**src/rtl/lifo_pkg.sv**
```systemverilog
// Shared definitions for the LIFO stack: per-cycle operation encoding and default geometry.
package lifo_pkg;

  typedef enum logic [1:0] {
    OP_IDLE    = 2'b00,
    OP_PUSH    = 2'b01,
    OP_POP     = 2'b10,
    OP_REPLACE = 2'b11
  } op_e;

  localparam int unsigned LIFO_DEF_WIDTH = 12;
  localparam int unsigned LIFO_DEF_DEPTH = 5;

  function automatic op_e decode_op(input logic push, input logic pop);
    unique case ({pop, push})
      2'b01:   decode_op = OP_PUSH;
      2'b10:   decode_op = OP_POP;
      2'b11:   decode_op = OP_REPLACE;
      default: decode_op = OP_IDLE;
    endcase
  endfunction

endpackage

```
**src/rtl/lifo_regfile.sv**
```systemverilog
// DEPTH x WIDTH storage for the LIFO: one synchronous write port, one async read port,
// synchronous reset of every entry to zero.
module lifo_regfile
  import lifo_pkg::*;
#(
  parameter int unsigned WIDTH = LIFO_DEF_WIDTH,
  parameter int unsigned DEPTH = LIFO_DEF_DEPTH,
  localparam int unsigned AW   = $clog2(DEPTH)
) (
  input  logic             clk,
  input  logic             rst,
  input  logic             we,
  input  logic [AW-1:0]    waddr,
  input  logic [WIDTH-1:0] wdata,
  input  logic [AW-1:0]    raddr,
  output logic [WIDTH-1:0] rdata
);

  logic [WIDTH-1:0] mem [DEPTH];

  always_ff @(posedge clk) begin
    if (rst) begin
      for (int unsigned i = 0; i < DEPTH; i++) begin
        mem[i] <= '0;
      end
    end else if (we) begin
      mem[waddr] <= wdata;
    end
  end

  assign rdata = mem[raddr];

endmodule

```
**src/rtl/lifo_stack.sv**
```systemverilog
// LIFO stack with count/empty/full and optional sticky ovf/unf flags.
// Define LIFO_ERR_FLAGS_EN to enable the sticky error logic; otherwise ovf/unf read 0.
module lifo_stack
  import lifo_pkg::*;
#(
  parameter int unsigned WIDTH = LIFO_DEF_WIDTH,
  parameter int unsigned DEPTH = LIFO_DEF_DEPTH,
  localparam int unsigned CW   = $clog2(DEPTH + 1)
) (
  input  logic             clk,
  input  logic             rst,
  input  logic             clear,
  input  logic             push,
  input  logic             pop,
  input  logic [WIDTH-1:0] din,
  input  logic             err_clr,
  output logic [WIDTH-1:0] top,
  output logic [CW-1:0]    count,
  output logic             empty,
  output logic             full,
  output logic             ovf,
  output logic             unf
);

  localparam int unsigned AW = $clog2(DEPTH);

  op_e              op;
  logic [CW-1:0]    count_nxt;
  logic             we;
  logic [AW-1:0]    waddr;
  logic [AW-1:0]    raddr;
  logic [WIDTH-1:0] rdata;
  logic             ovf_evt;
  logic             unf_evt;

  assign op    = decode_op(push, pop);
  assign empty = (count == '0);
  assign full  = (count == CW'(DEPTH));

  always_comb begin
    count_nxt = count;
    we        = 1'b0;
    waddr     = '0;
    ovf_evt   = 1'b0;
    unf_evt   = 1'b0;
    if (!clear) begin
      unique case (op)
        OP_PUSH: begin
          if (full) begin
            ovf_evt = 1'b1;
          end else begin
            we        = 1'b1;
            waddr     = AW'(count);
            count_nxt = count + CW'(1);
          end
        end
        OP_POP: begin
          if (empty) begin
            unf_evt = 1'b1;
          end else begin
            count_nxt = count - CW'(1);
          end
        end
        OP_REPLACE: begin
          // On an empty stack a replace degenerates to a push into entry 0.
          we = 1'b1;
          if (empty) begin
            waddr     = '0;
            count_nxt = CW'(1);
          end else begin
            waddr = AW'(count - CW'(1));
          end
        end
        default: ;
      endcase
    end
  end

  always_ff @(posedge clk) begin
    if (rst) begin
      count <= '0;
    end else begin
      count <= clear ? '0 : count_nxt;
    end
  end

  lifo_regfile #(
    .WIDTH (WIDTH),
    .DEPTH (DEPTH)
  ) u_regfile (
    .clk   (clk),
    .rst   (rst),
    .we    (we),
    .waddr (waddr),
    .wdata (din),
    .raddr (raddr),
    .rdata (rdata)
  );

  // Keep the read index in range while empty; the output is masked anyway.
  assign raddr = empty ? '0 : AW'(count - CW'(1));
  assign top   = empty ? '0 : rdata;

`ifdef LIFO_ERR_FLAGS_EN
  always_ff @(posedge clk) begin
    if (rst) begin
      ovf <= 1'b0;
      unf <= 1'b0;
    end else begin
      if (ovf_evt)      ovf <= 1'b1;
      else if (err_clr) ovf <= 1'b0;
      if (unf_evt)      unf <= 1'b1;
      else if (err_clr) unf <= 1'b0;
    end
  end
`else
  logic unused_err;
  assign unused_err = ^{err_clr, ovf_evt, unf_evt};
  assign ovf = 1'b0;
  assign unf = 1'b0;
`endif

endmodule

```
**config.mk**
```make
export PLATFORM = sky130hd
export DESIGN_NAME = lifo_stack
export DESIGN_NICKNAME = d
export VERILOG_FILES = /design/src/rtl/lifo_pkg.sv /design/src/rtl/lifo_regfile.sv /design/src/rtl/lifo_stack.sv
export SDC_FILE = /design/constraint.sdc
export NUM_CORES = 1
export LEC_CHECK = 0
export BUFFER_PORTS_ARGS = -buffer_cell sky130_fd_sc_hd__buf_2
export CAP_MARGIN = 20
export CORE_UTILIZATION = 37
export DETAILED_ROUTE_END_ITERATION = 7
export PLACE_DENSITY = 0.54
export SYNTH_ARGS = -nofsm -noshare
export SYNTH_HDL_FRONTEND = slang
export SYNTH_SLANG_ARGS = --single-unit
export TNS_END_PERCENT = 5
```
**constraint.sdc**
```tcl
create_clock -name clk -period 3.5 [get_ports clk]
set_input_delay 0.35 -clock clk [delete_from_list [all_inputs] [get_ports clk]]
set_output_delay 0.35 -clock clk [all_outputs]
set_load 0.005 [all_outputs]
```
# After elaboration in Yosys (flattened, before gate mapping)
# Memories as Yosys holds them, arrays and structs flattened.
# Index checks and enable logic that the tools add are counted.
[op_classes] muxes=21 n_reduce_logical=5 addsub=2 n_eq_ne=10
[ops] cell="12-bit 2-to-1 mux" count=2
[ops] cell="3-bit 2-to-1 mux" count=7
[ops] cell="12-bit OR reduction" count=1
[ops] cell="3-bit case mux with 3 select lines" count=1
[ops] cell="2-bit == test, second input constant" count=4
[ops] cell="1-bit 2-to-1 mux" count=8
[ops] cell="2-bit inequality test, second input constant" count=3
[ops] cell="2-bit case mux with 3 select lines" count=1
[ops] cell="3-bit case mux with 2 select lines" count=1
[ops] cell="2-bit by 1-bit == test with 1-bit output, second input constant" count=2
[ops] cell="4-bit AND reduction" count=1
[ops] cell="3-bit by 1-bit adder with 3-bit output, second input constant" count=1
[ops] cell="3-bit == test, second input constant" count=1
[ops] cell="3-bit logical NOT" count=1
[ops] cell="3-bit nonzero test" count=1
[ops] cell="3-bit by 1-bit subtractor with 3-bit output, second input constant" count=1
[ops] cell="1-bit case mux with 2 select lines" count=1
[ops] cell="2-bit OR reduction" count=1
[totals] inputBits=18 memories=1 output_inout_bits=19 elab_cells=40 regBits=3 ram_bits=60
[mem_list] memory="u_regfile.mem" depth=5 word_bits=12 read_ports=1 rd_ports_with_merged_regs=0 write_ports=5 line="lifo_regfile.sv:19" source="logic [WIDTH-1:0] mem [DEPTH];"

# Longest topological paths before layout
# Gate-level depths: netlist of the first run.
[logic_depth] word_depth=10 depth_mapped=11 depth_no_buf=7

# Hierarchy
# Synthesis of the first run repeated with hierarchy kept, for this count alone.
[hier_totals] cells_unflattened=309 area_unflattened_um2=4685.7
[modules_own_cells] module="lifo_regfile" cells_each=239 instances=1 area_per_inst_um2=4179.0 seq_area_each_um2=2882.8
[modules_own_cells] module="lifo_stack" cells_each=70 instances=1 area_per_inst_um2=506.7 seq_area_each_um2=60.1

# Least setup slack after synthesis of the first run
# OpenSTA, ideal clock, no wires.
[synth_path] kind="register -> register" startpoint="register count[0]" endpoint="memory u_regfile.mem[0][0] (netlist name), enable pin" slack_ns=-0.122 period_less_slack_ns=3.622 setup_time_ns=0.417 stages_incl_launch_ff=10 t_arrival_ns=3.205 n_path_buf=3 t_required_ns=3.083 cell_sequence="dfxtp_1 buf_2 inv_1 clkbuf_1 ha_1 and4bb_1 a2bb2oi_1 nand2b_1 clkbuf_1 o41ai_1"
[synth_lines] item="start: declaration" line="lifo_stack.sv:18" source="output logic [CW-1:0] count,"
[synth_lines] item="start signal: assignment" line="lifo_stack.sv:83" source="count <= clear ? '0 : count_nxt;"
[synth_lines] item="end: declaration" line="lifo_regfile.sv:19"

# Final worst setup path of the first run
[layout_path] startpoint="register count[1]" endpoint="output top[10]"
[layout_between] elab_chain_cells=4 word_cells_on_any_way=5 cone_classes="1 x add/sub; 2 x mux; 1 x reduce/logical; 1 x memory"
[layout_lines] item="3-bit by 1-bit subtractor with 3-bit output or 3-bit logical NOT (tied branches)" line="lifo_stack.sv:101, lifo_stack.sv:37"
[layout_lines] item="3-bit 2-to-1 mux" line="lifo_stack.sv:101" source="assign raddr = empty ? '0 : AW'(count - CW'(1));"
[layout_lines] item="memory read 5 x 12 bit"
[layout_lines] item="12-bit 2-to-1 mux *" line="lifo_stack.sv:102" source="assign top = empty ? '0 : rdata;"
[layout_lines] item="end: declaration" line="lifo_stack.sv:17" source="output logic [WIDTH-1:0] top,"
# Every way passes the cells marked *; elsewhere a longest branch is shown, timed or not.

==> metrics, run 1 <==
post-synthesis sequential area ratio=between 60% and 70%; synthesized instance count=about 360; Final min period=approximately 3.1 ns; Max Fanout on Critical Path=15; Setup WS pre-CTS=~0.37 ns; Yosys reg bits=between 90 and 100; synthesized cell area=0.004765 mm²; Final ANT Viol Nets=0; Vias=slightly below 3000; Final setup viols=0; final hold vios=0; CTS root buf=clkbuf_16; Final Max Slew Viols=0; Yosys cell types=just under 50; initial antenna violation count=0; Max clock buf depth=2; share of cells above drive strength 1=between 20% and 30%; H-tree levels=3; nets=422; via/cell ratio=5.161; worst-margin pin slew=0.6946 ns; asr flop ratio synth=0%; mux contribution to synthesized area=under 10%; critical path class=reg -> out; relative slew slack=between 50 and 60%; post-synthesis adder-cell area fraction=under 10%; grt total ovfl=0; CTS Sinks=about 100; Die X=~120 µm; Max Cap Viol=0; Static Leak=2.021 nW; Worst-path clk slew=0.07 ns; reg2reg path depth=7; Final GP Congestion=slightly above 0.8; Area after DPL=between 0.005 and 0.006 mm²; status=finished, final reports clean; cell row count=41; Compound-Gate Fraction of Synth Area=between 10% and 20%; CTS tree=built; Total Neg Setup Slack=0 ns; die area=0.01333 mm²; Yosys warning count=0; Initial Utilization=a little under two fifths; clk_lat worst skew=0.33 ns; cell area after layout=around 0.0055 mm²; Syn-to-layout area delta=15.39%; CP Launch Type=flip-flop; Initial DRC Count=257; Top FF cell, synth=edfxtp_1; Post-DP HPWL=~7000 µm; combinational family with the most area after synthesis=simple AND/OR/NAND/NOR gates; gr usage total=between 10% and 20%; setup ws final=a little under 0.4 ns; arrival time worst endpoint=about 2.8 ns; First-pass DRT Iterations=4; crit share post-route=about nine tenths; Worst setup EP type=output port; first-pass GRT wire length=16750 µm; Final Skew=approximately 0.0035 ns; Port-buffer cells=33; # diodes=0; Worst Path Required=3.15 ns; vias in the first global route=~2800; final-layout fill cell count=1164; Synth Area in Simple Gates=a little over an eighth; Power Density=477.0 mW/mm²; maximum vdd ir drop=around 0.27 mV; WHS=between 0.2 and 0.3 ns; CTS Buf Count=9; number of synthesized flops with an enable pin=96; die height=between 100 and 150 µm; DRC Markers=0; Post-Syn Area per Cell=approximately 13 µm²; largest net degree at the start of global routing=50; setup repair after global routing missed its margin=false; Max Freq=between 300 and 400 MHz; hold depth=1; XOR/XNOR Fraction of Synth Area=0%; drt total wl=~11000 µm; final core utilization=a little over two fifths; boundary pin count=37; Hold Path Class=in -> reg; core area=about 0.013 mm²; WL/cell=approximately 19 µm
[metal layers]
layer | part of all wire (%) | GRT usage (%) | vias to the layer above
li1 | - | - | 1447
met4 | 1.4 | 6.061 | 0
met5 | 0 | 0 | -
met2 | 47 | 27.23 | 55
met3 | 3.8 | 2.197 | 9
met1 | 48 | 24.55 | 1467
[repair_timing]
| item | in CTS | in global routing |
|---|---|---|
| hold buffers | 0 | 0 |
| buffers inserted | 0 | 0 |
| resized for setup | 1 | 0 |
| setup endpoints to repair | 1 | 0 |
[worst paths after layout]
| kind | from | endpoint | slack, ns |
|---|---|---|---|
| worst max-delay path | count[1] | top[10] | 0.39 |
| worst min register to register | count[1] | count[1] | 0.55 |
| worst min-delay path | din[7] | u_regfile.mem[6][7] | 0.29 |
| worst max register to register | count[1] | u_regfile.mem[3][8] | 0.59 |
[through the flow]
| step | instances | power [mW] |
|---|---|---|
| 2_1_floorplan | 365 | 1.513 |
| 3_3_place_gp | 561 | 1.597 |
| 3_5_place_dp | 561 | 1.601 |
| 4_1_cts | 577 | 2.636 |
| 5_1_grt | 577 | 2.696 |
| 6_report | 577 | 2.622 |
[Yosys cell counts (4+ instances only)]
cell type,n,share of area (%)
nor3_1,30,3.2
nand2_1,7,0.55
edfxtp_1,96,61
buf_2,13,1.4
and2_1,36,4.7
clkbuf_1,12,0.95
a221o_1,12,2.5
a221oi_1,12,2.2
ha_1,4,1.1
a21oi_1,5,0.53
mux2_2,25,5.9
o2bb2ai_1,12,2.2
mux2i_1,14,2.9
nor2_1,20,1.6
nor2b_1,4,0.53
inv_1,17,1.3
[placed cells by master (no fill, tap or decap), types with 2 or more instances in the layout]
cell type,synthesis,final
o21ai_1,2,2
edfxtp_1,96,96
a2111oi_2,2,2
mux2_2,25,25
dfxtp_1,3,2
clkbuf_16,0,9
clkinv_2,0,2
conb_1,1,2
nand3b_1,2,2
nor2b_1,4,4
mux2i_1,14,14
inv_1,17,17
nand2b_1,2,2
or2_2,2,2
nand2_1,7,7
buf_2,13,33
buf_4,2,20
o21ai_0,3,3
o2bb2ai_1,12,12
nand3_1,2,2
ha_1,4,4
a21oi_1,5,5
bufinv_16,0,2
a221o_1,12,12
and2_1,36,36
nor3_1,30,29
nor2_1,20,19
a221oi_1,12,12
[kinds of logic (layout without fill, tap and decap cells)]
group,Yosys count,count (layout)
simple gates,114,114
flops,99,99
compound gates,60,60
buf+inv,47,87
mux,39,39
fa+ha+maj,4,4
other cells,1,2
[report_power, final]
group / switching (mW) / total, mW / internal (mW)
Clock: 0.425 / 1.05 / 0.624
Sequential: 0.00833 / 1.34 / 1.33
Combinational: 0.147 / 0.236 / 0.0888
[cell type report]
class	count	area [µm²]	share of cell area [%]
Multi-Input combinational cell	219	1640	29.84
Tap cell	172	215.2	3.914
Timing Repair Buffer	53	315.3	5.735
Inverter	18	67.56	1.229
Clock buffer	9	225.2	4.096
Sequential cell	99	2944	53.55
Clock inverter	7	90.09	1.639
[state kept, by name, summed over array words and instances (netlist names)]
name / count
u_regfile.mem: 96
count: 3
[critical path, cell delays in order (launching register included)]
cell and delay, ns:
dfxtp_1 0.43, inv_1 0.11, ha_1 0.29, nand2b_4 0.23
inv_2 0.11, nor2_2 0.52, a221oi_1 0.27, a221o_1 0.34
buf_2 0.13
(Power assumes the default switching activity.)
==> run 2, diff against run 1 <==
CORE_UTILIZATION = 30   (was 37)
PLACE_DENSITY = 0.45   (was 0.54)
==> run 2 against run 1 <==
Effect of this change:
- count of clock-buffer cells in the layout unchanged
- via count up 2.1%
- clock skew increased by 0.0070 ns
- critical path type unchanged
- critical endpoint is now top[6]
==> metrics, run 2 (synthesis results as in run 1) <==
Worst-path clk slew=0.07 ns (about the same); CP Launch Type=flip-flop; First-pass DRT Iterations=4 (unchanged); crit share post-route=88.96% (about the same); Worst setup EP type=output port; critical-path cell list=inv_1, ha_1, nand2b_4, inv_2, nor2_1, buf_4, mux2_2, a221o_1, buf_2; Post-DP HPWL=7538 µm (+7.0%); P_sw=0.5998 mW (+3.3%); die area=0.01639 mm² (+23%); via/cell ratio=4.929 (-4.5%); biggest regs=u_regfile.mem x96, count x3; # diodes=0 (unchanged); DRC Markers=0 (unchanged); die height=128.0 µm (+11%); Worst Path Required=3.15 ns (about the same); share of cells above drive strength 1=25.86% (-0.31 points); Final Max Slew Viols=0 (unchanged); Die X=128.0 µm (+11%); CTS root buf=clkbuf_16; Max Freq=321.2 MHz (about the same); CP max-delay cell=dfxtp_1; gr usage total=16.37% (-0.90 points); Combinational Power Share=9.5% (+0.5 points); Static Leak=2.014 nW (-0.36%); Initial DRC Count=176 (-32%); critical path class=reg -> out; Final GP Congestion=0.7310 (-11%); Largest Register=u_regfile.mem; grt total ovfl=0 (unchanged); Vias=3041 (+2.1%); Sequential Power Share=52.1% (+1.1 points); Max Cap Viol=0 (unchanged); Clock Power Share=38.5% (-1.5 points); arrival time worst endpoint=2.76 ns (about the same); most common cell after layout, fill and taps aside=edfxtp_1; Max clock buf depth=2 (unchanged); Hold Path Class=in -> reg; Net Sw Frac=23.34% (+1.2 points); core area=0.01537 mm² (+22%); max FFs per register=96 (unchanged); CTS tree=built; CTS Sinks=99 (unchanged); clk_lat worst skew=0.35 ns (+0.02 ns); cts repair resizes=0 (-1); Port-buffer cells=33 (unchanged); internal power=1.970 mW (-3.5%); Initial Utilization=31.00% (-6.9 points); nets=423 (+0.24%); drt total wl=12470 µm (+15%); most frequent cells in the layout=edfxtp_1, and2_1, buf_2, nor3_1, mux2_2; final hold vios=0 (unchanged); Final ANT Viol Nets=0 (unchanged); largest net degree at the start of global routing=49 (-2.0%); initial antenna violation count=0 (unchanged); CTS Buf Count=9 (unchanged); final core utilization=35.97% (-7.8 points); Max Fanout on Critical Path=15 (unchanged); status=finished, final reports clean; WL/cell=20.21 µm (+8.0%); worst-margin pin slew=0.7164 ns (+0.02187 ns); relative slew slack=52.24% (-1.5 points); maximum vdd ir drop=0.2262 mV (-15%); cts hold-fix bufs=0 (unchanged); H-tree levels=3 (unchanged); final-layout fill cell count=1510 (+30%); Final min period=3.114 ns (+0.001442 ns); setup repair after global routing missed its margin=false; Power Density=464.8 mW/mm² (-2.6%); CP peak stage delay=0.43 ns (-0.09 ns); first-pass GRT wire length=18970 µm (+13%); WHS=0.2637 ns (-0.03084 ns); Final Skew=0.01046 ns (+0.006999 ns); Syn-to-layout area delta=16.05%; Final setup viols=0 (unchanged); cell row count=45 (+9.8%); vias in the first global route=3109 (+9.4%); boundary pin count=37 (unchanged); post-CTS setup buffers=0 (unchanged)
[run 2: changes by cell type in the layout (fill, tap and decap cells not counted), sizes merged]
cell,before,now
buf,53,54
bufinv,2,1
clkinv,3,4
[run 2: power groups by stage]
stage	registers, mW	clock network (mW)	logic [mW]
6_report	1.34	0.989	0.243
5_1_grt	1.34	1.06	0.267
4_1_cts	1.34	1.01	0.249
3_5_place_dp	1.36	0	0.248
3_3_place_gp	1.36	0	0.247
2_1_floorplan	1.36	0	0.151
[run 2: metal layers]
layer / up-vias / GRT usage, % / routed length, µm
li1: 1453 / - / -
met1: 1528 / 21.99 / 5864
met2: 48 / 26.63 / 6035
met3: 12 / 2.963 / 363
met4: 0 / 5.536 / 208
met5: - / 0 / 0
[run 2: area by class of cell]
cell class	instances	area [µm²]	share of cell area (%)
clock inverters	7	67.56	1.222
well taps	211	264.0	4.775
inverters	18	67.56	1.222
multi-input cells	219	1638	29.62
clock buffers	9	225.2	4.073
flip-flops and latches	99	2944	53.25
repair buffers	54	322.8	5.838
[run 2: worst paths after layout]
check	start	end	slack, ns	cells past startpoint
max reg2reg	count[1]	u_regfile.mem[6][1]	0.67	8
min reg2reg	count[1]	count[1]	0.56	2
min	din[9]	u_regfile.mem[7][9]	0.26	1
max	count[1]	top[6]	0.39	9
[run 2: through the flow]
| stage | instances | setup WS [ns] | area, µm² | power [mW] | setup TNS (ns) |
|---|---|---|---|---|---|
| after floorplan | 365 | -0.05292 | 4776 | 1.513 | -0.6351 |
| after global placement | 601 | 0.6840 | 5236 | 1.610 | 0 |
| after detailed placement | 601 | 0.6443 | 5236 | 1.612 | 0 |
| after CTS | 617 | 0.3328 | 5529 | 2.595 | 0 |
| after global routing | 617 | 0.2281 | 5529 | 2.666 | 0 |
| final | 617 | 0.3864 | 5529 | 2.570 | 0 |
[run 2: worst max-delay path, delay by kind of cell, from the launching register on]
family / cells / cell delay [ns]
and+or+nand+nor: 2 / 0.36
AOI/OAI and AO/OA: 1 / 0.31
buffers and inverters: 4 / 0.64
adders and majority gates: 1 / 0.30
muxes: 1 / 0.37
DFF: 1 / 0.43
==> run 3, diff against run 2 <==
BUFFER_PORTS_ARGS = -buffer_cell sky130_fd_sc_hd__clkbuf_2   (was -buffer_cell sky130_fd_sc_hd__buf_2)
SYNTH_HIERARCHICAL = 1   (was default)
==> run 3 against run 2 <==
Effect of this change:
- critical path depth is 1 higher
- highest routed layer unchanged
- via count fell by 11%
- count of clock-buffer cells in the layout rose by 1
- routed wire length down 12%
- synthesized area is 1.7% lower
- clock skew shrank 0.0038 ns
==> metrics, run 3 <==
FF-to-FF setup slack=0.52 ns (-0.15 ns); Yosys reg bits=99 (unchanged); Final Max Slew Viols=0 (unchanged); worst-margin pin slew=0.6371 ns (-0.07932 ns); die area=0.01612 mm² (-1.6%); core area=0.01520 mm² (-1.1%); final hold vios=0 (unchanged); grt total ovfl=0 (unchanged); CTS tree=built; HP Start=din[7]; most numerous cell in the Yosys netlist=edfxtp_1; Area after DPL=0.005151 mm² (-1.6%); Yosys cell types=38 (-22%); first-pass GRT wire length=16900 µm (-11%); synthesized instance count=309 (-15%); WL/cell=20.08 µm (-0.65%); most common cell after layout, fill and taps aside=edfxtp_1; status=finished, final reports clean; Max Freq=310.4 MHz (-3.3%); Yosys top cell by area=edfxtp_1; Top FF cell, synth=edfxtp_1; crit share post-route=92.03% (+3.1 points); hold-critical path endpoint=u_regfile/mem[5][7]; Max Fanout on Critical Path=24 (+9); # diodes=0 (unchanged); die height=127.0 µm (-0.82%); Final GP Congestion=0.7322 (+0.16%); hold depth=1 (unchanged); nets=374 (-12%); H-tree levels=3 (unchanged); Worst setup EP type=output port; CP Launch Type=flip-flop; asr flop ratio synth=0% (unchanged); setup ws final=0.2788 ns (-0.1075 ns); Largest Register=u_regfile/mem; boundary pin count=37 (unchanged); arrival time worst endpoint=2.87 ns (+0.11 ns); Power Density=488.0 mW/mm² (+5.0%); maximum vdd ir drop=0.2427 mV (+7.3%); Port-buffer cells=33 (unchanged); reg2reg start=count[0]; largest net degree at the start of global routing=26 (-47%); max FFs per register=96 (unchanged); Max Cap Viol=0 (unchanged); Static Leak=1.953 nW (-3.0%); critical path class=reg -> out; Yosys top cell area share=61.52% (+1.0 points); Final Skew=0.006662 ns (-0.003801 ns); First-pass DRT Iterations=4 (unchanged); CTS Buf Count=9 (unchanged); most frequent cells in the layout=edfxtp_1, nor3_1, clkbuf_2, buf_4, mux4_1; Initial Utilization=30.82% (-0.17 points); Post-DP HPWL=6716 µm (-11%); Initial DRC Count=147 (-16%); gr usage total=14.71% (-1.7 points); r2r endpoint=u_regfile/mem[5][2]; Setup WS pre-CTS=0.3809 ns (-0.2634 ns); share of cells above drive strength 1=28.01% (+2.1 points); reg2reg path depth=9 (+1); clk_lat worst skew=0.35 ns (about the same); via/cell ratio=4.963 (+0.70%); drt total wl=10940 µm (-12%); cts hold-fix bufs=0 (unchanged); cell area after layout=0.005448 mm² (-1.5%); number of synthesized flops with an enable pin=96 (unchanged); Syn-to-layout area delta=16.26%; Post-Layout Cell Count=545 (-12%); Post-Syn Area per Cell=15.16 µm² (+16%); synthesized cell area=0.004686 mm² (-1.7%); most instantiated cells after synthesis=edfxtp_1, nor3_1, mux4_1; cell row count=45 (unchanged); Hold Path Class=in -> reg; initial antenna violation count=0 (unchanged); CTS root buf=clkbuf_16; largest cells by area after synthesis=edfxtp_1, mux4_1, nor3_1, mux2_2, mux4_2; post-synthesis sequential area ratio=62.80% (+1.0 points); Max clock buf depth=2 (unchanged); DRC Markers=0 (unchanged); biggest regs=u_regfile/mem x96, count x3; Worst-path clk slew=0.07 ns (about the same); Total Neg Setup Slack=0 ns (unchanged); relative slew slack=57.37% (+5.1 points); Final ANT Viol Nets=0 (unchanged); Final setup viols=0 (unchanged); Yosys warning count=6 (+6); CTS Sinks=99 (unchanged); vias in the first global route=2762 (-11%); Placed Cells=529 (-12%); crit path launch=count[0]; Vias=2705 (-11%); setup repair after global routing missed its margin=false; Die X=127.0 µm (-0.82%); Worst Path Required=3.15 ns (about the same); Final min period=3.221 ns (+0.1075 ns)
run 3: cells by family (layout without fill, tap and decap cells):
kind of cell / Yosys count / count (layout) / synth area share, %
AOI/OAI and AO/OA: 20 / 20 / 3.258
adders and majority gates: 4 / 4 / 1.068
buffers and inverters: 44 / 91 / 4.620
DFF: 99 / 99 / 62.80
muxes: 37 / 37 / 16.34
other: 1 / 2 / 0.08003
and+or+nand+nor: 104 / 104 / 11.83
run 3: power breakdown:
group / total (mW) / switching (mW) / internal (mW) / leakage [nW]
Sequential: 1.34 / 0.00981 / 1.33 / 0.966
Clock: 0.993 / 0.439 / 0.554 / 0.135
Combinational: 0.326 / 0.171 / 0.155 / 0.852
Total: 2.66 / 0.620 / 2.04 / 1.95
run 3: timing repair:
item / 4_1_cts / 5_1_grt
setup buffers: 0 / 0
endpoints found under the setup margin: 0 / 1
gates resized for setup: 0 / 1
run 3: final cells by class:
| class | instances | area [µm²] |
|---|---|---|
| fill | 1474 | 9754 |
| clock inverter | 6 | 66.31 |
| tap | 188 | 235.2 |
| sequential | 99 | 2944 |
| timing repair buffer | 57 | 370.4 |
| multi-input combinational | 167 | 1533 |
| inverter | 18 | 70.07 |
| clock buffer | 10 | 229.0 |
run 3: metrics by stage:
stage               util [%]  power [mW]  hold slack [ns]
global route           35.84       2.765           0.2125
detailed placement     33.88       1.698           0.5562
finish                 35.84       2.658           0.2192
floorplan                  -       1.585           0.4489
global placement       33.88       1.695           0.5367
CTS                    35.83       2.690           0.2091
run 3: worst max-delay path, stage by stage, from the launching register on:
cell,delay (ns)
dfxtp_2,0.40
inv_1,0.12
ha_1,0.31
nand2b_4,0.11
inv_4,0.05
nor2_2,0.12
buf_12,0.23
mux4_1,0.60
mux2_2,0.28
and2_2,0.18
clkbuf_2,0.11
run 3: how the worst max path moves through the flow:
stage,end,slack (ns)
2_1_floorplan,u_regfile/mem[0][0],0.57
4_1_cts,top[11],0.13
6_report,top[11],0.28
3_5_place_dp,u_regfile/mem[5][2],0.38
5_1_grt,top[11],0.1
3_3_place_gp,u_regfile/mem[5][2],0.38
run 3: per-layer routing:
layer / vias to the layer above / track usage, % / share of wire (%) / wire, µm
met3: 11 / 3.392 / 3.5 / 388
met1: 1359 / 19.65 / 48 / 5224
met2: 49 / 23.43 / 47 / 5195
li1: 1286 / - / - / -
met4: 0 / 5.462 / 1.2 / 136
met5: - / 0 / 0 / 0
